$ cat src/rtl/video_timing_gen.sv
// video_timing_gen: programmable raster timing and test-pattern source with run/drain control.
module video_timing_gen #(
  parameter int H_WIDTH  = 1920,
  parameter int H_START  = 2008,
  parameter int H_SYNC   = 44,
  parameter int H_TOTAL  = 2200,
  parameter int V_HEIGHT = 1080,
  parameter int V_START  = 1084,
  parameter int V_SYNC   = 5,
  parameter int V_TOTAL  = 1125,
  parameter bit HS_POL   = 1'b1,
  parameter bit VS_POL   = 1'b1,
  parameter int KH       = 30,
  parameter int KV       = 30
) (
  input  logic                       clk_i,
  input  logic                       rst_i,
  input  logic                       en_i,
  input  logic [1:0]                 pat_i,
  output logic                       hs_o,
  output logic                       vs_o,
  output logic                       de_o,
  output logic [23:0]                data_o,
  output logic [$clog2(H_TOTAL)-1:0] hcnt_o,
  output logic [$clog2(V_TOTAL)-1:0] vcnt_o,
  output logic                       sof_o
);
  localparam int HW  = $clog2(H_TOTAL);
  localparam int VW  = $clog2(V_TOTAL);
  localparam int KHW = $clog2(KH + 1);
  localparam int KVW = $clog2(KV + 1);
  localparam logic [HW-1:0] H_LAST  = HW'(H_TOTAL - 1);
  localparam logic [HW-1:0] H_ACT   = HW'(H_WIDTH);
  localparam logic [HW-1:0] H_SBEG  = HW'(H_START);
  localparam logic [HW-1:0] H_SEND  = HW'(H_START + H_SYNC - 1);
  localparam logic [HW-1:0] BAR_L   = HW'(H_WIDTH / 8 - 1);
  localparam logic [VW-1:0] V_LAST  = VW'(V_TOTAL - 1);
  localparam logic [VW-1:0] V_ACT   = VW'(V_HEIGHT);
  localparam logic [VW-1:0] V_SBEG  = VW'(V_START);
  localparam logic [VW-1:0] V_SEND  = VW'(V_START + V_SYNC - 1);
  localparam logic [KHW-1:0] KH_L   = KHW'(KH - 1);
  localparam logic [KVW-1:0] KV_L   = KVW'(KV - 1);
  localparam logic [7:0][23:0] BARS = {24'h000000, 24'h0000FF, 24'hFF0000, 24'hFF00FF,
                                       24'h00FF00, 24'h00FFFF, 24'hFFFF00, 24'hFFFFFF};
  typedef enum logic [1:0] {IDLE, RUN, DRAIN} state_t;
  state_t state, state_n;
  logic [HW-1:0]  h, bcnt;
  logic [VW-1:0]  v;
  logic [2:0]     bidx;
  logic [KHW-1:0] kh;
  logic [KVW-1:0] kv;
  logic           cpar, rpar;
  logic [1:0]     pat_q, pat_c;
  logic           run, h_wrap, v_wrap, origin, de_c, hs_c, vs_c;
  logic [7:0]     h8;
  logic [23:0]    pix;
  assign run    = state != IDLE;
  assign h_wrap = h == H_LAST;
  assign v_wrap = v == V_LAST;
  assign origin = h == '0 && v == '0;
  assign h8     = 8'(h);
  always_ff @(posedge clk_i)
    if (rst_i) state <= IDLE;
    else state <= state_n;
  // Drain only ends on the frame wrap, so a stop never truncates a frame.
  always_comb begin
    state_n = state;
    state_n = state == IDLE ? (en_i ? RUN : IDLE)
            : en_i ? RUN
            : (state == DRAIN && h_wrap && v_wrap) ? IDLE : DRAIN;
  end
  always_comb begin
    pat_c = pat_q;
    pat_c = (origin && (state == RUN || state_n == RUN)) ? pat_i : pat_q;
    de_c  = h < H_ACT && v < V_ACT;
    hs_c  = h >= H_SBEG && h <= H_SEND;
    vs_c  = v >= V_SBEG && v <= V_SEND;
    pix   = pat_c == 2'd0 ? BARS[bidx]
          : pat_c == 2'd1 ? {h8, h8, h8}
          : pat_c == 2'd2 ? {24{cpar == rpar}} : 24'h0;
  end
  always_ff @(posedge clk_i)
    if (rst_i || !run) begin
      h    <= '0;
      v    <= '0;
      bcnt <= '0;
      bidx <= '0;
      kh   <= '0;
      kv   <= '0;
      cpar <= 1'b0;
      rpar <= 1'b0;
    end else begin
      h <= h_wrap ? '0 : h + 1'b1;
      if (h_wrap) v <= v_wrap ? '0 : v + 1'b1;
      bcnt <= (h_wrap || bcnt == BAR_L) ? '0 : bcnt + 1'b1;
      if (h_wrap) bidx <= '0;
      else if (bcnt == BAR_L && bidx != 3'd7) bidx <= bidx + 1'b1;
      kh   <= (h_wrap || kh == KH_L) ? '0 : kh + 1'b1;
      cpar <= h_wrap ? 1'b0 : (kh == KH_L) ^ cpar;
      if (h_wrap) begin
        kv   <= (v_wrap || kv == KV_L) ? '0 : kv + 1'b1;
        rpar <= v_wrap ? 1'b0 : (kv == KV_L) ^ rpar;
      end
    end
  always_ff @(posedge clk_i)
    if (rst_i) begin
      pat_q  <= 2'd0;
      hs_o   <= !HS_POL;
      vs_o   <= !VS_POL;
      de_o   <= 1'b0;
      data_o <= 24'h0;
      hcnt_o <= '0;
      vcnt_o <= '0;
      sof_o  <= 1'b0;
    end else begin
      pat_q  <= pat_c;
      hs_o   <= (run && hs_c) ? HS_POL : !HS_POL;
      vs_o   <= (run && vs_c) ? VS_POL : !VS_POL;
      de_o   <= run && de_c;
      data_o <= (run && de_c) ? pix : 24'h0;
      hcnt_o <= run ? h : '0;
      vcnt_o <= run ? v : '0;
      sof_o  <= run && origin;
    end
endmodule
$ cat config.mk
export PLATFORM = sky130hd
export DESIGN_NAME = video_timing_gen
export DESIGN_NICKNAME = d
export VERILOG_FILES = /design/src/rtl/video_timing_gen.sv
export SDC_FILE = /design/constraint.sdc
export NUM_CORES = 1
export LEC_CHECK = 0
export CAP_MARGIN = 20
export CORE_ASPECT_RATIO = 0.5
export CORE_MARGIN = 3
export CORE_UTILIZATION = 45
export DETAILED_ROUTE_END_ITERATION = 10
export PLACE_DENSITY = 0.69
export REMOVE_ABC_BUFFERS = 1
export SYNTH_ARGS = -nofsm -noshare
export SYNTH_HDL_FRONTEND = slang
export SYNTH_SLANG_ARGS = --single-unit
$ cat constraint.sdc
create_clock -name clk_i -period 2.1 [get_ports clk_i]
set_clock_uncertainty 0.1 [all_clocks]
set_input_delay 0.63 -clock clk_i [delete_from_list [all_inputs] [get_ports clk_i]]
set_output_delay 0.63 -clock clk_i [all_outputs]
set_load 0.01 [all_outputs]
# Word level (Yosys, flattened, before mapping)
# Memory sizes are Yosys's and may differ from the RTL's. A register that Yosys moved wholly into a read port is not among the register bits.
# Index checks and enable logic that the tools add are counted.
# op_classes
n_addsub	6
mul	0
div_mod_pow	0
magnitude_cmp	7
n_eq_ne	12
shift	0
muxes	16
bitwise_logic	4
n_reduce_logical	28
# op_table
op	n
2-to-1 mux 24 bit	4
adder 12 x 1 -> 12 bit (second input constant)	2
equality test 12 bit (second input constant)	1
equality test 12 x 8 -> 1 bit (second input constant)	1
>= comparator 12 x 11 -> 1 bit (second input constant)	1
<= comparator 12 bit (second input constant)	1
logical AND 1 bit	12
logical NOT 12 bit	1
< comparator 12 x 11 -> 1 bit (second input constant)	1
adder 11 x 1 -> 11 bit (second input constant)	1
equality test 11 bit (second input constant)	1
>= comparator 11 bit (second input constant)	1
<= comparator 11 bit (second input constant)	1
logical NOT 11 bit	1
< comparator 11 bit (second input constant)	1
2-to-1 mux 11 bit	1
adder 5 x 1 -> 5 bit (second input constant)	2
equality test 5 bit (second input constant)	2
OR reduction 2 bit	5
2-to-1 mux 2 bit	4
equality test 2 x 1 -> 1 bit (second input constant)	3
2-to-1 mux 3 bit	2
logical OR 1 bit	5
2-to-1 mux 5 bit	1
11 further kinds	18
# word_totals
reg_bits	105
latch_bits	0
ramBits	0
romBits	192
input_bits	5
out_inout_bits	51
word_cells	91
memories	1
# mem_list
name	depth	word_bits	read_ports	rd_ports_with_merged_regs	write_ports	line_no	text
(no name shown)	8	24	1	1	0	78	pix = pat_c == 2'd0 ? BARS[bidx]

# Logic depth before layout (Yosys ltp)
# Gate-level depths: netlist of run 1.
# depth
depth_word	14
depth_mapped	9
depth_no_buf	6

# Worst setup path after synthesis of run 1
# No wires, ideal clock.
# synth_timing
kind	register to register
startpoint	reg h[0]
endpoint	reg data_o[0]
setup_ns	0.122
arrival_time_ns	1.876
required_time_ns	1.878
slack_ns	0.003
stages_incl_launch_ff	9
n_path_buf	2
period_less_slack_ns	2.097
path_cell_list	dfxtp_1 clkbuf_1 inv_1 ha_1 nor3b_1 nand4_1 or2_1 buf_6 o311a_1
# synth_between
elab_chain_cells	14
elab_cells_between_ends	23
cone_classes	1 x order compare; 4 x eq/ne; 7 x mux; 1 x bitwise; 10 x reduce/logical
# synth_lines
element	line_no	text
start: declaration	47	logic [HW-1:0] h, bcnt;
start signal: assignment	93	h <= h_wrap ? '0 : h + 1'b1;
equality test 12 bit	58	assign h_wrap = h == H_LAST;
logical AND 1 bit (2 in series)	70	: (state == DRAIN && h_wrap && v_wrap) ? IDLE : DRAIN;
2-to-1 mux 2 bit	70	
2-to-1 mux 2 bit	69	: en_i ? RUN
2-to-1 mux 2 bit	68	state_n = state == IDLE ? (en_i ? RUN : IDLE)
equality test 2 x 1 -> 1 bit	74	pat_c = (origin && (state == RUN || state_n == RUN)) ? pat_i : pat_q;
logical OR 1 bit	74	
logical AND 1 bit	74	
2-to-1 mux 2 bit	74	
equality test 2 bit	80	: pat_c == 2'd2 ? {24{cpar == rpar}} : 24'h0;
2-to-1 mux 24 bit	80	
2-to-1 mux 24 bit	79	: pat_c == 2'd1 ? {h8, h8, h8}
2-to-1 mux 24 bit	78	
end signal: assignment	120	data_o <= (run && de_c) ? pix : 24'h0;
end: declaration	23	output logic [23:0] data_o,
# Several ways; a longest one is shown, not always the timed one.
# A chain may end at the register's enable or synchronous reset.

# Final worst setup path of run 1
# layout_timing
startpoint	in en_i
endpoint	reg data_o[21]
# layout_between
elab_chain_cells	10
elab_cells_between_ends	13
cone_classes	3 x eq/ne; 7 x mux; 3 x reduce/logical
# layout_lines
element	line_no	text
start: declaration	18	input logic en_i,
2-to-1 mux 2 bit / 2-to-1 mux 1 bit (equally long branches)	69, 68	
2-to-1 mux 2 bit *	68	
equality test 2 x 1 -> 1 bit *	74	
logical OR 1 bit *	74	
logical AND 1 bit *	74	
2-to-1 mux 2 bit *	74	
equality test 2 bit	80	
2-to-1 mux 24 bit	80	
2-to-1 mux 24 bit	79	
2-to-1 mux 24 bit *	78	
# Mark *: on every way between the ends. The rest lies on a longest branch, timed or not.

==> impl_metrics.tcl, run 1 <==
set metrics [dict create \
    synthTopCellsByCount "dfxtp_1 (108), nor2_1 (49), a21oi_1 (28)" \
    drt_wl_total_um 10600 \
    die_width_um 147 \
    globalRouteTotalUtil_pct 18.6 \
    synthArstFlopShare_pct 0 \
    yosys.area.top_type "dfxtp_1" \
    die_area_um2 11200 \
    worstSetupStartpoint "en_i" \
    power_density_nw_per_um2 737 \
    final_core_util_pct 64.4 \
    worst_pin_slew_ns 0.549 \
    path_cells "clkdlybuf4s50_1 > buf_4 > o2111a_1 > a21oi_1 > a211oi_1" \
    synth_most_common_cell "dfxtp_1" \
    cts_buffers 9 \
    r2r-start "v[8]$_SDFFE_PP0P_" \
    post_drt_wl_per_cell_um 15.1 \
    yosys_warnings 0 \
    dp.cells 680 \
    critical_path.max_stage_delay_ns 0.46 \
    setup_violations 0 \
    clock_path_buffers 2 \
    worst-path-buf-inv 2 \
    slew_headroom_pct 63.1 \
    synth.distinct_cells 51 \
    stdcell_count 702 \
    period_minus_slack_ns 2.04 \
    num_antenna_cells 0 \
    gp_congestion 0.897 \
    r2r.worst_path.cells 6 \
    cp_top_family "compound AO/OA/AOI/OAI gates" \
    hpwl_um 7380 \
    start_kind "input port" \
    status "finished clean" \
    ys_ff_latch 108 \
    r2r_slack_ns 0.11 \
    via_per_inst 5.43 \
    syn_inst 468 \
    cts_root_buf "clkbuf_16" \
    cts_num_sinks 108 \
    drive_gt1_share_pct 16.4 \
    design.portCount 56 \
    fmax_mhz 491 \
    muxShareOfSynthArea_pct 0.673 \
    r2r_end "data_o[12]$_SDFF_PP0_" \
    portBuffers 55 \
    cp_num_cells 5 \
    cts_tree "yes" \
    path_class "input port to flop" \
    syn_area_um2 4460 \
    ys.flop_type "dfxtp_1" \
    syn-mean-instance-area_um2 9.53 \
    num_vias 3809 \
    cap_viol_max_count 0 \
    areaGrowthSynthToFinish_pct 32.3 \
    rsz0062_at_grt "false" \
    holdCritPathClass "flop to flop" \
    place_ws_ns -0.244 \
    synth_top_family_by_area "simple AND/OR/NAND/NOR gates" \
    grt_first_pass_wirelength_um 17000 \
    cp.arrival_ns 2.13 \
    critPathSlowestCell "a21oi_1" \
    yosys.area_share.xor_xnor_pct 4.51 \
    crit_path_end "data_o[21]$_SDFF_PP0_" \
    clk_pin_slew_ns 0.07 \
    synth_top_area_share_pct 48.5 \
    nFillCells 747 \
    rows 24 \
    core-area_um2 9160 \
    drt-initial-drc-count 368 \
    synthSimpleGateAreaFrac_pct 24.5 \
    die_h_um 76.4 \
    worst_slack_ns 0.0635 \
    worstPathMaxFanout 6 \
    synth_compound_area_share_pct 14.9 \
    p_leak_nw 2.15 \
    irDropWorstVdd_uv 461 \
    hold_ws_ns 0.364 \
    grt_pass1_vias 3439 \
    synth_fa_ha_area_share_pct 3.08 \
    initial_core_util_pct 48.7 \
    ys_seq_area_share_pct 48.5 \
    placed_cell_area_um2 5470 \
    drc_errors 0 \
    slew_violations 0 \
    synth-edff-count 0 \
    ctsHoldBuffers 0 \
    insertion_delay_ns 0.35 \
    grt_max_degree 20 \
    ys_top_cells_by_area "dfxtp_1 (48%), nor2_1 (4.1%), and2_1 (3.2%), a21oi_1 (3.1%), ha_1 (3.1%)" \
    crit_path_end_kind "flop" \
    antenna_found_initial 0 \
    cp.required_ns 2.20 \
    dr.pass1.iters 5 \
    nNetsFinal 583 \
    grt.overflow.total 0 \
    stdcell_area_um2 5900 \
    htreeDepth 3 \
    timing.final.hold_violations 0 \
    period_share_pct 97.0 \
    ant_nets 0 \
]
==> per-stage QoR <==
step	TNS (ns)	total power (W)
floorplan	-5.05	0.00231
global placement	-3.41	0.00247
detailed placement	-4.62	0.00247
CTS	0	0.00434
global route	0	0.00450
finish	0	0.00435
==> worst min-delay path by stage <==
stage / depth (start not counted) / end / from
after floorplan: 1 / bcnt[0]$_SDFF_PP0_ / bcnt[0]$_SDFF_PP0_
after global placement: 1 / bcnt[0]$_SDFF_PP0_ / bcnt[0]$_SDFF_PP0_
after detailed placement: 1 / bcnt[0]$_SDFF_PP0_ / bcnt[0]$_SDFF_PP0_
after CTS: 2 / vcnt_o[0]$_SDFF_PP0_ / v[0]$_SDFFE_PP0P_
after global routing: 2 / vcnt_o[0]$_SDFF_PP0_ / v[0]$_SDFFE_PP0P_
final: 1 / bcnt[0]$_SDFF_PP0_ / bcnt[0]$_SDFF_PP0_
==> placed cells by master (no fill, tap or decap), types with 9 or more instances in the layout <==
master           instances
ha_1                    10
clkbuf_16                9
buf_4                   55
xor2_1                  10
or3_1                   11
inv_1                   10
nor3_1                  11
nand4_1                 11
nor2_1                  49
and2_1                  23
o21ai_0                 16
nand3_1                 25
xnor2_1                 13
a21oi_1                 28
a311oi_1                10
nand2_1                 14
dfxtp_1                106
clkdlybuf4s50_1         55
==> worst register-to-register path: stages, from the launching register on <==
cell and delay, ns:
dfxtp_1 0.36, nor4_1 0.25, buf_4 0.18, o2111ai_1 0.19, buf_4 0.24, nor4_4 0.41
a311oi_1 0.12
==> where the power goes <==
group | leakage [nW] | internal, W | switching [W] | total [W]
Sequential | 0.875 | 0.00209 | 0.0000176 | 0.00210
Clock | 0.163 | 0.00116 | 0.000731 | 0.00189
Combinational | 1.12 | 0.000167 | 0.000187 | 0.000354
Total | 2.15 | 0.00342 | 0.000936 | 0.00435
==> metal layers <==
layer | vias up | global-route usage [%] | part of all wire, %
li1 | 1904 | - | -
met1 | 1758 | 26.5 | 49
met2 | 129 | 27.6 | 43
met3 | 18 | 4.81 | 6.4
met4 | 0 | 5.63 | 1.5
met5 | - | 0 | 0
==> kinds of logic after synthesis <==
logic type | Yosys count
AO/OA/AOI/OAI | 97
flip-flops | 108
buffers and inverters | 38
AND/OR/NAND/NOR | 188
multiplexers | 3
XOR/XNOR | 23
adder cells (fa/ha/maj) | 11
==> registers in the layout (all words and copies together), names as in the netlist, 2 cells and up, named ones only <==
name	cells
data_o	24
bcnt	12
h	12
hcnt_o	12
v	11
vcnt_o	11
kh	5
kv	5
bidx	3
pat_q	2
state	2
==> timing repair <==
action	CTS	global route
resized for setup	0	14
endpoints found under the setup margin	0	35
setup buffers	0	5
==> layout make-up <==
cell class              count  area, um2  area share (%)
clock buffers              11        233            3.94
clock inverters             5        100            1.70
inverters                  12       45.0           0.763
multi-input cells         322       2180            36.9
flip-flops and latches    108       2160            36.7
well taps                 130        163            2.76
repair buffers            114       1020            17.3
Power figures use the tool's default switching activity.
==> inputs of run 2 (changes only) <==
--- a/config.mk
+++ b/config.mk
@@ -5,6 +5,7 @@
 export SDC_FILE = /design/constraint.sdc
 export NUM_CORES = 1
 export LEC_CHECK = 0
+export ABC_CLOCK_PERIOD_IN_PS = 2100
 export CAP_MARGIN = 20
 export CORE_ASPECT_RATIO = 0.5
 export CORE_MARGIN = 3
==> results of run 2 <==
Final layout, timing and power as in run 1 (identical DEF).
